`src/rtl/rx_frontend_iq.sv`:
```
// rtl/rx_frontend_iq.sv - ADC I/Q receive frontend: channel mux, DC removal, IQ balance
module rx_frontend_iq #(
    parameter int BASE      = 0,
    parameter int WIDTH_IN  = 16,
    parameter int IQCOMP_EN = 1,
    parameter int DC_SHIFT  = 8
) (
    input  logic                clk,
    input  logic                rst,
    input  logic                set_stb,
    input  logic [7:0]          set_addr,
    input  logic [31:0]         set_data,
    input  logic                run,
    input  logic [WIDTH_IN-1:0] adc_a,
    input  logic [WIDTH_IN-1:0] adc_b,
    output logic [23:0]         rx_i,
    output logic [23:0]         rx_q
);
    localparam int IW = 24 + DC_SHIFT;
    localparam logic [7:0] A_MUX   = 8'(BASE);
    localparam logic [7:0] A_DCI   = 8'(BASE + 1);
    localparam logic [7:0] A_DCQ   = 8'(BASE + 2);
    localparam logic [7:0] A_MAG   = 8'(BASE + 3);
    localparam logic [7:0] A_PHASE = 8'(BASE + 4);
    localparam logic [7:0] A_TEST  = 8'(BASE + 5);
    localparam logic [IW-1:0] INTEG_MAX = {1'b0, {(IW-1){1'b1}}};
    localparam logic [IW-1:0] INTEG_MIN = {1'b1, {(IW-1){1'b0}}};

    function automatic logic [23:0] clip24(input logic [24:0] v);
        if (v[24] != v[23]) return v[24] ? 24'h800000 : 24'h7fffff;
        return v[23:0];
    endfunction

    // Negating the most negative value would wrap back onto itself, so it clips to max
    function automatic logic [23:0] neg_clip(input logic [23:0] v);
        return (v == 24'h800000) ? 24'h7fffff : -v;
    endfunction

    // Integrator accumulate with clamping at its own range, never wrapping
    function automatic logic [IW-1:0] integ_step(input logic [IW-1:0] acc, input logic [24:0] err);
        logic [IW:0] sum;
        sum = {acc[IW-1], acc} + (IW+1)'($signed(err));
        if (sum[IW] != sum[IW-1]) return sum[IW] ? INTEG_MIN : INTEG_MAX;
        return sum[IW-1:0];
    endfunction

    logic [2:0]    mux_r;
    logic [7:0]    test_r;
    logic [17:0]   mag_r, phase_r;
    logic          freeze_i, freeze_q;
    logic [IW-1:0] integ_i, integ_q;
    logic [23:0]   s1_i, s1_q, dc_i, dc_q;
    logic [23:0]   ext_a, ext_b, sel_i, sel_q, est_i, est_q;
    logic [24:0]   err_i, err_q;
    logic [IW-1:0] ld_val;
    logic          wr_dci, wr_dcq, frz_i, frz_q;
    logic          unused_set;

    assign unused_set = ^set_data[29:24];

    assign ext_a = 24'(adc_a) << (24 - WIDTH_IN);
    assign ext_b = 24'(adc_b) << (24 - WIDTH_IN);
    assign sel_i = mux_r[0] ? ext_b : ext_a;
    assign sel_q = mux_r[0] ? ext_a : ext_b;

    assign est_i = integ_i[IW-1:DC_SHIFT];
    assign est_q = integ_q[IW-1:DC_SHIFT];
    assign err_i = {s1_i[23], s1_i} - {est_i[23], est_i};
    assign err_q = {s1_q[23], s1_q} - {est_q[23], est_q};

    // A DC write's freeze bit already governs adaptation on the cycle of the write itself
    assign wr_dci = set_stb && (set_addr == A_DCI);
    assign wr_dcq = set_stb && (set_addr == A_DCQ);
    assign frz_i  = wr_dci ? set_data[30] : freeze_i;
    assign frz_q  = wr_dcq ? set_data[30] : freeze_q;
    assign ld_val = IW'(set_data[23:0]) << DC_SHIFT;

    // Setting-bus registers
    always_ff @(posedge clk) begin
        if (rst) begin
            mux_r    <= '0;
            test_r   <= '0;
            mag_r    <= '0;
            phase_r  <= '0;
            freeze_i <= 1'b0;
            freeze_q <= 1'b0;
        end else if (set_stb) begin
            case (set_addr)
                A_MUX:   mux_r    <= set_data[2:0];
                A_DCI:   freeze_i <= set_data[30];
                A_DCQ:   freeze_q <= set_data[30];
                A_MAG:   mag_r    <= set_data[17:0];
                A_PHASE: phase_r  <= set_data[17:0];
                A_TEST:  test_r   <= set_data[7:0];
                default: ;
            endcase
        end
    end

    // DC integrators: load wins over adaptation and freeze; run low simply holds
    always_ff @(posedge clk) begin
        if (rst) begin
            integ_i <= '0;
            integ_q <= '0;
        end else begin
            if (wr_dci && set_data[31])  integ_i <= ld_val;
            else if (run && !frz_i)      integ_i <= integ_step(integ_i, err_i);
            if (wr_dcq && set_data[31])  integ_q <= ld_val;
            else if (run && !frz_q)      integ_q <= integ_step(integ_q, err_q);
        end
    end

    // S1: channel select/swap, left-justify, optional clipped inversion
    always_ff @(posedge clk) begin
        if (rst) begin
            s1_i <= '0;
            s1_q <= '0;
        end else begin
            s1_i <= mux_r[1] ? neg_clip(sel_i) : sel_i;
            s1_q <= mux_r[2] ? neg_clip(sel_q) : sel_q;
        end
    end

    // S2: DC-corrected sample, raw S1 sample in bypass, zero for any other test value
    always_ff @(posedge clk) begin
        if (rst) begin
            dc_i <= '0;
            dc_q <= '0;
        end else begin
            case (test_r)
                8'd0: begin
                    dc_i <= clip24(err_i);
                    dc_q <= clip24(err_q);
                end
                8'd1: begin
                    dc_i <= s1_i;
                    dc_q <= s1_q;
                end
                default: begin
                    dc_i <= '0;
                    dc_q <= '0;
                end
            endcase
        end
    end

    if (IQCOMP_EN != 0) begin : g_iq
        logic [23:0]        dly_i, dly_q;
        logic signed [35:0] prod_i, prod_q;
        logic               unused_iq;

        assign unused_iq = ^{prod_i[11:0], prod_q[11:0]};

        // S3: balance products from the I branch; zero in test modes so bypass stays raw
        always_ff @(posedge clk) begin
            if (rst) begin
                dly_i  <= '0;
                dly_q  <= '0;
                prod_i <= '0;
                prod_q <= '0;
            end else begin
                dly_i <= dc_i;
                dly_q <= dc_q;
                if (test_r == 8'd0) begin
                    prod_i <= $signed(dc_i[23:6]) * $signed(mag_r);
                    prod_q <= $signed(dc_i[23:6]) * $signed(phase_r);
                end else begin
                    prod_i <= '0;
                    prod_q <= '0;
                end
            end
        end

        // S4: add scaled correction terms with clipping
        always_ff @(posedge clk) begin
            if (rst) begin
                rx_i <= '0;
                rx_q <= '0;
            end else begin
                rx_i <= clip24({dly_i[23], dly_i} + {prod_i[35], prod_i[35:12]});
                rx_q <= clip24({dly_q[23], dly_q} + {prod_q[35], prod_q[35:12]});
            end
        end
    end else begin : g_no_iq
        logic unused_iq;

        assign unused_iq = ^{mag_r, phase_r};
        assign rx_i = dc_i;
        assign rx_q = dc_q;
    end
endmodule

```
`config.mk`:
```
export PLATFORM = sky130hd
export DESIGN_NAME = rx_frontend_iq
export DESIGN_NICKNAME = d
export VERILOG_FILES = /design/src/rtl/rx_frontend_iq.sv
export SDC_FILE = /design/constraint.sdc
export NUM_CORES = 2
export LEC_CHECK = 0
export ABC_AREA = 1
export BUFFER_PORTS_ARGS = -buffer_cell sky130_fd_sc_hd__buf_4
export CAP_MARGIN = 0
export CORE_MARGIN = 2
export CORE_UTILIZATION = 58
export CTS_CLUSTER_DIAMETER = 200
export DETAILED_ROUTE_END_ITERATION = 8
export PLACE_DENSITY = 0.75
export SLEW_MARGIN = 30
export SYNTH_ARGS = -nofsm -noshare
export SYNTH_HDL_FRONTEND = slang
export SYNTH_SLANG_ARGS = --single-unit
```
`constraint.sdc`:
```
create_clock -name clk -period 15.55 [get_ports clk]
set_input_delay 0.7775 -clock clk [delete_from_list [all_inputs] [get_ports clk]]
set_output_delay 0.7775 -clock clk [all_outputs]
set_load 0.02 [all_outputs]
```
**Word level (Yosys, flattened, before mapping)**

Index checks and enable logic that the tools add are counted.
W data, S select, Z words.

- Reduce and logical (&&, ||, !) cells: 21
- $add $sub $neg: 8
- Equality and inequality tests: 14
- Muxes and demuxes: 50
- Bitwise logic cells: 1
- Multipliers: 2

Operators with widths:

| operator | number |
|---|---|
| $mux W24 | 18 |
| $mux W32 | 10 |
| $pmux W24 S2 | 2 |
| $mul A18 B18 Y36 | 2 |
| $add A32 B25 Y33 | 2 |
| $add A24 B24 Y25 | 2 |
| $sub A24 B24 Y25 | 2 |
| $eq A24 B24 Y1 const B | 2 |
| $neg A24 Y24 | 2 |
| $mux W1 | 20 |
| $eq A8 B1 Y1 const B | 2 |
| $eq A8 B2 Y1 const B | 2 |
| $eq A8 B3 Y1 const B | 2 |
| $logic_not A8 Y1 | 2 |
| $reduce_and A2 Y1 | 6 |
| $logic_and A1 B1 Y1 | 6 |
| $ne A1 B1 Y1 | 6 |
| $reduce_or A2 Y1 | 3 |
| $reduce_bool A2 Y1 | 2 |
| $logic_not A1 Y1 | 2 |
| $not A1 Y1 | 1 |

- Logic and storage cells: 116
- Input bits: 76
- Output and inout port bits: 48
- Bits in registers: 377

**Depth between registers and ports, before layout**

- Word-level depth: 11
- Depth in mapped cells: 31
- Gate-level depth less buffers: 30

**Least setup slack after synthesis**

No wires, ideal clock.

- Kind: register to register
- Start: register dc_i[23]
- End: register g_iq.prod_i[33]
- Stages on the path, launching flop included: 20
- Setup time: 0.132 ns
- Period minus slack after synthesis: 5.710 ns
- Buffers on the path: 2
- Required time: 15.418 ns
- Data arrival time: 5.577 ns
- Setup slack: 9.840 ns
- Cell sequence: dfxtp_1 > clkbuf_1 > buf_1 > nand2_1 > fa_1 > inv_1 > fa_1 > fa_1 > fa_1 > fa_1 > inv_1 > fa_1 > inv_1 > ha_1 > a21o_1 > a21boi_0 > o221ai_1 > a21oi_1 > a21o_1 > a21oi_1

- Cells in the longest elaborated chain, start to end: 1

Ends and longest elaborated chain:

| what | line | text |
|---|---|---|
| start: declaration | 52 | `logic [23:0] s1_i, s1_q, dc_i, dc_q;` |
| start signal: assignment | 132 | `dc_i <= clip24(err_i);` |
| start signal: assignment | 136 | `dc_i <= s1_i;` |
| $mul A18 B18 Y36 | 165 | `prod_i <= $signed(dc_i[23:6]) * $signed(mag_r);` |
| end signal: assignment | 165 |  |
| end: declaration | 149 | `logic signed [35:0] prod_i, prod_q;` |

Every way passes these cells.
A chain may end at the register's enable or synchronous reset.

**Final worst setup path**

- Start: register phase_r[5]
- End: register g_iq.prod_q[31]

- Cells in the longest elaborated chain, start to end: 1

Ends and longest elaborated chain:

| what | line | text |
|---|---|---|
| start: declaration | 49 | `logic [17:0] mag_r, phase_r;` |
| start signal: assignment | 93 | `A_PHASE: phase_r <= set_data[17:0];` |
| $mul A18 B18 Y36 | 166 | `prod_q <= $signed(dc_i[23:6]) * $signed(phase_r);` |
| end signal: assignment | 166 |  |
| end: declaration | 149 |  |

Every way passes these cells.

==> results.ini <==
[global_route]
overflow = 0
grt_max_degree = 62
gr-usage-all-layers = 0.343
grt_pass1_vias = 42700
antenna_found_initial = 11
grt_pass1_wl_um = 228000

[critical_path]
start_kind = flip-flop
endpoint = g_iq.prod_q[31]
worstPathArrival_ns = 7.05
critPathCaptureType = flip-flop
path_class = flip-flop to flip-flop
reg2reg_to = g_iq.prod_q[31]
cp.required_ns = 16.04
cp_max_fo = 19
r2r_cells = 21
rrSetupSlack_ns = 8.99
crit_start = phase_r[5]
r2r-start = phase_r[5]

[floorplanning]
core_area_mm2 = 0.0808
dieArea_mm2 = 0.0841
rows = 104
dieWidth_um = 290
num_io_pins = 124
dieHeight_um = 290
initial_utilization = 0.587

[clock_tree]
cts_resized = 0
numCtsBuffers = 42
cts_hold_buf = 0
clock_latency_ns = 0.61
htreeDepth = 2
cts_root_buffer = clkbuf_16
cts_max_path_buffers = 3
clkSlewWorstSetupHoldPaths_ns = 0.06
cts_setup_buffers = 0
cts_tree = done
clkSinkCount = 339

[drt]
via_count = 42100
drt-pass1-iter-count = 8
wl_per_cell_um = 18.4
wl_met1_um = 58000
drtAntennaViolNets = 0
dr.max_layer_used = met5
drt_iter0_drc = 3174
dr_wl_met2_um = 66800
viasPerCell = 5.44
routed-wl-met3_um = 9960
wl_um = 143000
drc = 0

[timing]
final_hold_viol_count = 0
fmaxAchievable_ghz = 0.152
slew_violations = 0
setup_tns_ns = 0
rsz0062_at_grt = no
finalCriticalPeriod_ns = 6.56
finalClockSkew_ns = 0.0510
timing.hold.ws_ns = 0.400
slew_headroom = 0.297
setup_viol = 0
timing.final.crit_share = 0.422
worst_slew_pin_slew_ns = 1.05

[final_layout]
finalNonFillerCells = 7751
post-route-util = 0.626
design_area_mm2 = 0.0506
area_growth_pct = 6.56
nets = 7733
layout-drive-gt1-share = 0.0410

[place]
hpwl_um = 114000
port_buffers = 117
place_area_mm2 = 0.0490
dp.cells = 7673
place.gp.congestion = 0.973

[power]
peakVddDrop_v = 0.000272
power_leakage_uw = 0.0284
p_per_area_mw_per_mm2 = 114

[synthesis]
synth-seq-cells = 339
synth-edff-count = 0
syn-instance-count = 6693
synth_cell_types = 56
synth_top_area_frac = 0.279
yosys.area.top_type = fa_1
yosysWarningCount = 0
synthArstFlopShare = 0
synthFlopType = dfxtp_1
synth_commonest_cells = nand2_1 (1696), inv_1 (1621), fa_1 (662)
synth_area_mm2 = 0.0475
yosysMostFrequentCell = nand2_1
ys_top_cells_by_area = fa_1 (28%), dfxtp_1 (14%), nand2_1 (13%)
syn_nets = 7769
ys_seq_area_frac = 0.143
syn_area_per_cell_um2 = 7.09

[status]
outcome = finished, final reports clean

[worst_hold_path]
hold_path_class = flip-flop to flip-flop

[flow_run]
maxCapViolations = 0

[metrics by stage]
stage          worst slack (ns)  power (µW)
4_1_cts                    8.89        5690
2_1_floorplan              9.84        3600
3_3_place_gp               8.99        4540
6_report                   8.99        5740
5_1_grt                    8.67        6160
3_5_place_dp               8.93        4580
[state kept, by name (all words and copies together), names as in the netlist]
name,flops
dc_q,24
dc_i,24
freeze_i,1
phase_r,18
freeze_q,1
test_r,8
rx_i,24
mag_r,18
rx_q,24
integ_q,32
g_iq.prod_i,24
s1_i,17
g_iq.dly_i,24
s1_q,17
g_iq.dly_q,24
g_iq.prod_q,24
mux_r,3
integ_i,32
[metal layers]
| metal | track usage | vias to the layer above |
|---|---|---|
| met3 | 0.0532 | 381 |
| met4 | 0.160 | 24 |
| met1 | 0.430 | 20200 |
| met2 | 0.581 | 1494 |
| met5 | 0 | - |
| li1 | - | 20100 |
[how the worst min path moves through the flow]
| stage | start | to | slack [ns] | depth (start not counted) |
|---|---|---|---|---|
| floorplan | dc_i[0] | g_iq.dly_i[0] | 0.39 | 2 |
| global placement | dc_q[21] | g_iq.dly_q[21] | 0.40 | 2 |
| detailed placement | dc_q[17] | g_iq.dly_q[17] | 0.39 | 2 |
| CTS | dc_q[10] | g_iq.dly_q[10] | 0.40 | 2 |
| global route | dc_q[11] | g_iq.dly_q[11] | 0.42 | 2 |
| finish | dc_i[3] | g_iq.dly_i[3] | 0.40 | 2 |
[report_power, final]
group | leakage, µW | switching (µW) | internal (µW)
sequential | 0.00278 | 81.1 | 1050
clock | 0.000748 | 435 | 658
combinational | 0.0248 | 2450 | 1070
[worst max-delay path, stage by stage, from the launching register on]
cell	delay, ns
dfxtp_1	1.01
nand2_1	0.10
inv_1	0.12
fa_1	0.59
fa_1	0.88
inv_1	0.16
fa_1	0.51
inv_1	0.06
fa_1	0.48
fa_1	0.49
inv_1	0.05
fa_1	0.47
inv_1	0.04
ha_1	0.38
nand2_1	0.12
nor2_1	0.16
inv_1	0.10
nor2_1	0.15
nand4_1	0.18
nand3_1	0.11
nand2_1	0.05
a21oi_1	0.21
[cells in the final DEF, fill, tap and decap left out, types with 3 or more instances in the layout]
cell        Yosys  layout
nand2_1      1696    1694
inv_1        1621    1618
fa_1          662     662
a21oi_1       423     423
nor2_1        366     365
ha_1          338     338
dfxtp_1       339     337
nand3_1       270     270
o21ai_0       226     226
buf_4           2     151
xor2_1         86      86
xnor2_1        66      66
nand4_1        55      55
o22ai_1        42      42
clkbuf_16       0      42
o21bai_1       39      39
a21o_1         33      33
nor3_1         33      33
nand3b_1       27      27
o21a_1         20      20
nor4_1         20      19
or2_2          17      17
o21ai_1        10      10
a31oi_1         9       9
a21boi_0        8       8
clkinv_2        0       8
bufinv_16       0       8
nand2_2         5       7
inv_6           0       7
and2_1          4       4
nor2_2          3       4
o221ai_1        4       4
clkbuf_8        0       4
clkinvlp_4      0       4
inv_2           1       3
a211oi_1        3       3
and3_1          3       3
o31ai_1         3       3
[cell families after synthesis]
family / Yosys count / synth area share
compound gates: 834 / 0.0965
xor+xnor: 152 / 0.0280
fa+ha+maj: 1000 / 0.368
buf+inv: 1855 / 0.148
flops: 339 / 0.143
mux: 2 / 0.000422
simple gates: 2511 / 0.216
[area by class of cell]
type | count | area, µm²
fill | 7445 | 30200
inverter | 1624 | 6100
clock buffer | 47 | 1110
timing repair buffer | 151 | 1130
antenna | 1 | 2.50
sequential | 339 | 6790
multi-input combinational | 4499 | 33700
clock inverter | 30 | 428
tap | 1060 | 1330
(Power assumes the default switching activity.)
